--- config.mk ---
export PLATFORM = sky130hd
export DESIGN_NAME = scoreboard_register_file
export DESIGN_NICKNAME = d
export VERILOG_FILES = /design/src/rtl/regfile_pkg.sv /design/src/rtl/register_scoreboard.sv /design/src/rtl/scoreboard_register_file.sv
export SDC_FILE = /design/constraint.sdc
export NUM_CORES = 2
export LEC_CHECK = 0
export CELL_PAD_IN_SITES_DETAIL_PLACEMENT = 0
export CELL_PAD_IN_SITES_GLOBAL_PLACEMENT = 1
export CORE_MARGIN = 2
export CORE_UTILIZATION = 45
export CTS_CLUSTER_SIZE = 20
export DETAILED_ROUTE_END_ITERATION = 12
export MAX_ROUTING_LAYER = met4
export PLACE_DENSITY_LB_ADDON = 0.3
export REMOVE_ABC_BUFFERS = 1
export SLEW_MARGIN = 20
export SYNTH_ARGS = -nofsm -noshare
export SYNTH_HDL_FRONTEND = slang
export SYNTH_SLANG_ARGS = --single-unit
--- constraint.sdc ---
create_clock -name clock -period 3.6 [get_ports clock]
set_input_delay 0.36 -clock clock [delete_from_list [all_inputs] [get_ports clock]]
set_output_delay 0.36 -clock clock [all_outputs]
set_load 0.02 [all_outputs]
--- src/rtl/regfile_pkg.sv ---
// rtl/regfile_pkg.sv - shared defaults for the scoreboarded register file
package regfile_pkg;
    localparam int DEF_DATA_W   = 32;
    localparam int DEF_ADDR_W   = 5;
    localparam int DEF_NUM_READ = 2;
    localparam int DEF_ZERO_REG = 1;
    localparam int DEF_BYPASS   = 1;
endpackage

--- src/rtl/register_scoreboard.sv ---
// rtl/register_scoreboard.sv - pending-reservation bit vector with registered population count
module register_scoreboard
    import regfile_pkg::*;
#(
    parameter int ADDR_W   = DEF_ADDR_W,
    parameter int ZERO_REG = DEF_ZERO_REG
) (
    input  logic                  clock,
    input  logic                  reset,
    input  logic                  wr_en_i,
    input  logic [ADDR_W-1:0]     wr_addr_i,
    input  logic                  iss_en_i,
    input  logic [ADDR_W-1:0]     iss_addr_i,
    output logic [(1<<ADDR_W)-1:0] pending_o,
    output logic [ADDR_W:0]       count_o
);
    localparam int DEPTH = 1 << ADDR_W;
    localparam int CNT_W = ADDR_W + 1;

    logic [DEPTH-1:0] pending_q, pending_d;
    logic [CNT_W-1:0] count_q, count_d;
    logic             set_ok, clr_ok, inc, dec;

    always_comb begin
        set_ok    = iss_en_i && ((ZERO_REG == 0) || (iss_addr_i != '0));
        clr_ok    = wr_en_i  && ((ZERO_REG == 0) || (wr_addr_i  != '0));
        pending_d = pending_q;
        if (clr_ok) pending_d[wr_addr_i]  = 1'b0;
        // issue is applied last so a same-cycle new producer keeps the reservation
        if (set_ok) pending_d[iss_addr_i] = 1'b1;
        inc     = set_ok && !pending_q[iss_addr_i];
        dec     = clr_ok && pending_q[wr_addr_i] && !(set_ok && (iss_addr_i == wr_addr_i));
        count_d = count_q + CNT_W'(inc) - CNT_W'(dec);
    end

    always_ff @(posedge clock) begin
        if (reset) begin
            pending_q <= '0;
            count_q   <= '0;
        end else begin
            pending_q <= pending_d;
            count_q   <= count_d;
        end
    end

    assign pending_o = pending_q;
    assign count_o   = count_q;
endmodule

--- src/rtl/scoreboard_register_file.sv ---
// rtl/scoreboard_register_file.sv - flop-array register file with async reads, write bypass and issue scoreboard
module scoreboard_register_file
    import regfile_pkg::*;
#(
    parameter int DATA_W   = DEF_DATA_W,
    parameter int ADDR_W   = DEF_ADDR_W,
    parameter int NUM_READ = DEF_NUM_READ,
    parameter int ZERO_REG = DEF_ZERO_REG,
    parameter int BYPASS   = DEF_BYPASS
) (
    input  logic                       clock,
    input  logic                       reset,
    input  logic [NUM_READ*ADDR_W-1:0] RA,
    output logic [NUM_READ*DATA_W-1:0] BusA,
    output logic [NUM_READ-1:0]        busy,
    input  logic [ADDR_W-1:0]          RW,
    input  logic [DATA_W-1:0]          BusW,
    input  logic                       sig_enable_write,
    input  logic [ADDR_W-1:0]          RI,
    input  logic                       sig_issue,
    output logic [ADDR_W:0]            pending_count
);
    localparam int DEPTH = 1 << ADDR_W;

    logic [DATA_W-1:0] regs_q [DEPTH];
    logic [DEPTH-1:0]  pending;
    logic              wr_ok;

    assign wr_ok = sig_enable_write && ((ZERO_REG == 0) || (RW != '0));

    always_ff @(posedge clock) begin
        if (reset) begin
            for (int k = 0; k < DEPTH; k++) regs_q[k] <= '0;
        end else if (wr_ok) begin
            regs_q[RW] <= BusW;
        end
    end

    register_scoreboard #(
        .ADDR_W   (ADDR_W),
        .ZERO_REG (ZERO_REG)
    ) u_scoreboard (
        .clock      (clock),
        .reset      (reset),
        .wr_en_i    (sig_enable_write),
        .wr_addr_i  (RW),
        .iss_en_i   (sig_issue),
        .iss_addr_i (RI),
        .pending_o  (pending),
        .count_o    (pending_count)
    );

    always_comb begin
        logic [ADDR_W-1:0] ra;
        logic              fwd;
        BusA = '0;
        busy = '0;
        for (int i = 0; i < NUM_READ; i++) begin
            ra  = RA[i*ADDR_W +: ADDR_W];
            fwd = (BYPASS != 0) && wr_ok && (RW == ra);
            BusA[i*DATA_W +: DATA_W] = fwd ? BusW : regs_q[ra];
            busy[i]                  = pending[ra] && !fwd;
            if ((ZERO_REG != 0) && (ra == '0)) begin
                BusA[i*DATA_W +: DATA_W] = '0;
                busy[i]                  = 1'b0;
            end
        end
    end
endmodule
# Word level (Yosys, flattened, before mapping)
# Memory sizes are Yosys's and may differ from the RTL's.
# Index checks and enable logic that the tools add are counted.
# totals
regBits	38
mem_bits_rw	1024
in_bits	56
out_inout_bits	72
word_cells	66
mem_count	1
# mem_list
name	depth	width	read_ports	rd_ports_with_merged_regs	write_ports	line_no	text
regs_q	32	32	2	0	32	scoreboard_register_file.sv:25	logic [DATA_W-1:0] regs_q [DEPTH];
# op_classes
addsub	2
order_cmp	6
eq_ne	3
muxes	28
n_bitwise	3
n_reduce_logical	21
# op_table
cell	n
32-bit two-way mux	7
32-bit bitwise AND	1
32-bit inverter	1
32-bit OR	1
32-bit OR reduction	1
5-bit by 6-bit < comparator with 1-bit output, second input constant	4
1-bit binary-select mux with 5-bit select	4
5-bit equality test	3
1-bit two-way mux	14
1-bit logical AND	12
1-bit demux with 5-bit select	2
5-bit by 1-bit greater-or-equal comparator with 1-bit output, second input constant	2
5-bit logical NOT	2
5-bit nonzero test	2
6-bit by 1-bit adder with 6-bit output	1
6-bit by 1-bit subtractor with 6-bit output	1
5-bit two-way mux	1
1-bit logical NOT	4

# Depth between registers and ports, before layout
# depth
word_depth	9
mapped_depth	16
ltp_nobuf	14

# Hierarchy
# A second synthesis with hierarchy kept.
# unflattened
hier_cells	4001
hier_area_um2	57770.4
# modules_own_cells
mod	instances	cells_each	area_each_um2
scoreboard_register_file	1	3726	55461.9
register_scoreboard	1	275	2308.5

# Worst setup path before layout
# No wires, ideal clock.
# synth_path
kind	in2reg
from	in RW[0]
to	reg u_scoreboard.count_q[5], in the netlist u_scoreboard.count_o[5]
setup_time_ps	121
arrival_time_ps	3095
path_slack_ps	385
cell_stages	14
cell_sequence	buf_2 > buf_2 > mux4_2 > a22oi_1 > nand4_1 > o311a_1 > ha_1 > inv_1 > ha_1 > a21o_1 > a21oi_1 > o21bai_1 > a21oi_1 > mux2_2
# synth_between
elab_chain_cells	5
elab_cells_between_ends	10
# synth_lines
element	line_no	text
start: declaration	scoreboard_register_file.sv:16	input logic [ADDR_W-1:0] RW,
1-bit binary-select mux with 5-bit select, or another cell as far along	register_scoreboard.sv:32	dec = clr_ok && pending_q[wr_addr_i] && !(set_ok && (iss_addr_i == wr_addr_i));
1-bit two-way mux (not written as such), or another cell as far along	register_scoreboard.sv:32	
1-bit logical AND / 1-bit logical NOT (equally long branches)	register_scoreboard.sv:32	
1-bit logical AND (*)	register_scoreboard.sv:32	
6-bit by 1-bit subtractor with 6-bit output (*)	register_scoreboard.sv:33	count_d = count_q + CNT_W'(inc) - CNT_W'(dec);
end signal: assignment	register_scoreboard.sv:42	count_q <= count_d;
end: declaration	register_scoreboard.sv:21	logic [CNT_W-1:0] count_q, count_d;
# Mark *: on every way between the ends. The rest lies on a longest branch, timed or not. The select of a mux whose other input is x is not followed.
# A chain may end at the register's enable or synchronous reset.

# Worst setup path after layout
# layout_path
from	in RW[2]
to	out BusA[44]
# layout_between
elab_chain_cells	5
elab_cells_between_ends	6
# layout_lines
element	line_no	text
5-bit nonzero test	scoreboard_register_file.sv:29	assign wr_ok = sig_enable_write && ((ZERO_REG == 0) || (RW != '0));
1-bit logical AND	scoreboard_register_file.sv:29	
1-bit logical AND (*)	scoreboard_register_file.sv:60	fwd = (BYPASS != 0) && wr_ok && (RW == ra);
32-bit two-way mux (*)	scoreboard_register_file.sv:61	BusA[i*DATA_W +: DATA_W] = fwd ? BusW : regs_q[ra];
32-bit two-way mux (*)	scoreboard_register_file.sv:63	if ((ZERO_REG != 0) && (ra == '0)) begin
end: declaration	scoreboard_register_file.sv:14	output logic [NUM_READ*DATA_W-1:0] BusA,
# Mark *: on every way between the ends. The rest lies on a longest branch, timed or not.

==> results.json <==
{
  "setup_slack_ns": -0.0228,
  "worst_pin_slew_ns": 1.01,
  "grt_pass1_wl_um": 305000,
  "post_synth_fa_ha_maj_area_fraction": 0.00165,
  "wl_per_cell_um": 36.4,
  "timing.final.max_slew_violations": 0,
  "ys_seq_area_frac": 0.546,
  "synth-xor-area-share": 0.00273,
  "grt_util_all_layers": 0.345,
  "fraction_of_post_synthesis_cell_area_in_the_top_cell_type_by_area": 0.532,
  "top_level_ports": 128,
  "ys_warn_count": 0,
  "worst_ep_required_time_ns": 3.24,
  "synth_flop_cell": "sky130_fd_sc_hd__edfxtp_1",
  "synth.area.top_cells": "sky130_fd_sc_hd__edfxtp_1 53%, sky130_fd_sc_hd__mux4_2 19%, sky130_fd_sc_hd__and2_1 10%",
  "vdd_ir_drop_max_v": 0.000430,
  "critical_path_class": "in2out",
  "basic_gate_share_of_the_synthesized_area_counting_and_or_nand_and_nor_cells": 0.129,
  "worst_clock_skew_ns": 0.0104,
  "worst-r2r-setup-slack_ns": 0.56,
  "vias_in_the_first_global_route": 39300,
  "fillers": 10300,
  "p_per_area_mw_per_mm2": 468,
  "netlist-cell-type-count": 76,
  "fmax_mhz": 276,
  "grt.overflow.total": 0,
  "period_share": 1.01,
  "syn2layout_area_growth_pct": 17.6,
  "cts_tree": "done",
  "vias": 40600,
  "holdBufCountCts": 0,
  "rr_endpoint": "u_scoreboard.count_o[4]",
  "max-cap-violations": 0,
  "detail-route-antenna-nets": 0,
  "leakage_power_of_the_design_uw": 0.0239,
  "remaining_drc_errors": 0,
  "largest_net_degree_at_the_start_of_global_routing": 65,
  "avgSynthCellArea_um2": 14.4,
  "compound_gate_portion_of_the_synthesized_area": 0.0689,
  "instances_no_fill": 6051,
  "cts.root.buffer_cell": "sky130_fd_sc_hd__clkbuf_16",
  "reg2reg_from": "u_scoreboard.pending_o[26]",
  "post_route_cells_drive_above_1_share": 0.280,
  "count_leader_synth": "sky130_fd_sc_hd__edfxtp_1",
  "postSynthRegisterBits": 1062,
  "floorplan.initialDensity": 0.453,
  "detailedRoute.firstIterationViolations": 6223,
  "totalWireLength_um": 220000,
  "fin_nets": 4334,
  "critical_path.endpoint_type": "output port",
  "die_area_mm2": 0.131,
  "fp.coreArea_mm2": 0.128,
  "buffer_ports.inserted": 127,
  "critPathMaxFanout": 17,
  "ff2ff_path_depth": 13,
  "numClockSinks": 1062,
  "ys_async_sr_fraction": 0,
  "final_layout_setup_total_negative_slack_ns": -0.0228,
  "synth_top_family_by_area": "multiplexers",
  "detailedRoute.firstPassIterationCount": 5,
  "finalWorstPathRequiredPeriod_ns": 3.62,
  "hp_start": "reset",
  "hpwlAfterDp_um": 138000,
  "clock_latency_ns": 0.72,
  "detail_route.vias_per_cell": 6.70,
  "fp.dieH_um": 362,
  "rsz0062_at_grt": "no",
  "timing.final.hold_violations": 0,
  "violations": "negative setup slack",
  "relSlewSlack": 0.323,
  "antenna_found_initial": 14,
  "worst_ep_arrival_time_ns": 3.26,
  "holdPathStages": 1,
  "timing.critical_path.from_type": "input port",
  "status": "finished with violations",
  "synth.largest_area_cell": "sky130_fd_sc_hd__edfxtp_1",
  "final-setup-viol-count": 1,
  "cts-root-to-sink-buffers": 3,
  "synth_top_cells_by_count": "1024 x sky130_fd_sc_hd__edfxtp_1, 936 x sky130_fd_sc_hd__and2_1, 483 x sky130_fd_sc_hd__mux4_2",
  "clk_pin_slew_worst_paths_ns": 0.06,
  "yosys-mux-area-fraction": 0.212,
  "dp_cells": 5813,
  "post_synth_instance_area_mm2": 0.0578,
  "gp_routability_congestion": 0.928,
  "min_path_type": "in2reg",
  "cts-htree-levels": 3,
  "floorplan.rows": 131,
  "numCtsBuffers": 116,
  "die_x_um": 362,
  "synth-edff-count": 1024,
  "timing.hold.worst_endpoint": "regs_q[0][30]",
  "finalPower_uw": 31800,
  "syn_inst": 4012
}
[worst max-delay path by stage]
stage	start	end	cells past startpoint
finish	RW[2]	BusA[44]	12
global route	RW[1]	BusA[11]	9
CTS	RW[0]	BusA[33]	12
detailed placement	RA[2]	BusA[21]	8
global placement	RW[0]	u_scoreboard.count_o[4]	15
floorplan	RA[7]	BusA[32]	4
[cells by family (layout without fill, tap and decap cells)]
logic type	Yosys count	after routing
buffers and inverters	496	826
multiplexers	621	621
adder cells (fa/ha/maj)	7	7
flip-flops	1062	1062
other	1	47
AND/OR/NAND/NOR	1265	1266
AO/OA/AOI/OAI	542	542
XOR/XNOR	18	18
[power breakdown]
group          internal, uW  switching, uW
sequential            14200            347
clock                  7100           5240
combinational          2080           2790
[routing by layer]
metal  vias up  GRT usage  wire, um
li1      16100          -         -
met1     20800      0.449     81600
met2      3100      0.521    101000
met3       550     0.0905     28800
met4         0      0.130      8980
met5         -          -         0
[cell type report]
class                           instances  area [um^2]  area share
Antenna cell                           15         37.5    0.000552
Clock buffer                          133         3030      0.0446
Clock inverter                         88          840      0.0124
Inverter                               52          195     0.00287
Multi-Input combinational cell       2486        24500       0.360
Sequential cell                      1062        31500       0.464
Tap cell                             1662         2080      0.0306
Timing Repair Buffer                  553         5780      0.0851
[stage by stage]
step                      hold slack, ns  area (um^2)  utilization  setup slack [ns]
final                              0.226        67900        0.533           -0.0228
after global routing               0.198        67900        0.533           0.00341
after CTS                          0.188        67900        0.532          -0.00555
after detailed placement           0.526        64000        0.502            -0.173
after global placement             0.518        64000        0.502            -0.141
after floorplan                    0.432        55700            -           0.00569
[critical path, cell delays in order]
cell and delay (ns):
sky130_fd_sc_hd__clkdlybuf4s50_1 0.45, sky130_fd_sc_hd__buf_12 0.17, sky130_fd_sc_hd__nor3_1 0.41, sky130_fd_sc_hd__a21boi_2 0.15
sky130_fd_sc_hd__buf_4 0.20, sky130_fd_sc_hd__nand3_2 0.08, sky130_fd_sc_hd__buf_12 0.17, sky130_fd_sc_hd__buf_4 0.20
sky130_fd_sc_hd__buf_4 0.15, sky130_fd_sc_hd__o21ai_0 0.07, sky130_fd_sc_hd__a211oi_1 0.57, sky130_fd_sc_hd__buf_4 0.26
[placed cells by master, fill, tap and decap left out, types with 49 or more instances in the layout]
cell,Yosys,layout
sky130_fd_sc_hd__buf_4,21,342
sky130_fd_sc_hd__buf_12,2,108
sky130_fd_sc_hd__nand2_1,49,49
sky130_fd_sc_hd__o21ai_0,59,58
sky130_fd_sc_hd__nor2_1,118,84
sky130_fd_sc_hd__a21oi_1,84,84
sky130_fd_sc_hd__edfxtp_1,1024,1024
sky130_fd_sc_hd__inv_1,50,49
sky130_fd_sc_hd__clkbuf_16,0,119
sky130_fd_sc_hd__clkdlybuf4s50_1,0,82
sky130_fd_sc_hd__mux2i_1,131,131
sky130_fd_sc_hd__o22ai_1,54,54
sky130_fd_sc_hd__and2_1,936,935
sky130_fd_sc_hd__a22o_1,84,84
sky130_fd_sc_hd__nor3_1,75,75
sky130_fd_sc_hd__a221oi_1,87,83
sky130_fd_sc_hd__mux4_2,483,483
[flip-flops by register name, indices dropped and copies added, names as in the netlist]
register,count
u_scoreboard.pending_o,32
regs_q,1024
u_scoreboard.count_o,6
[repair_timing]
item                                    in CTS  in global routing
hold endpoints to repair                     0                  0
endpoints found under the setup margin      14                 13
setup buffers                                1                  0
pin swaps                                    2                  1
gates cloned                                 1                  0
gates resized for setup                     10                 13
(Power assumes the default switching activity.)
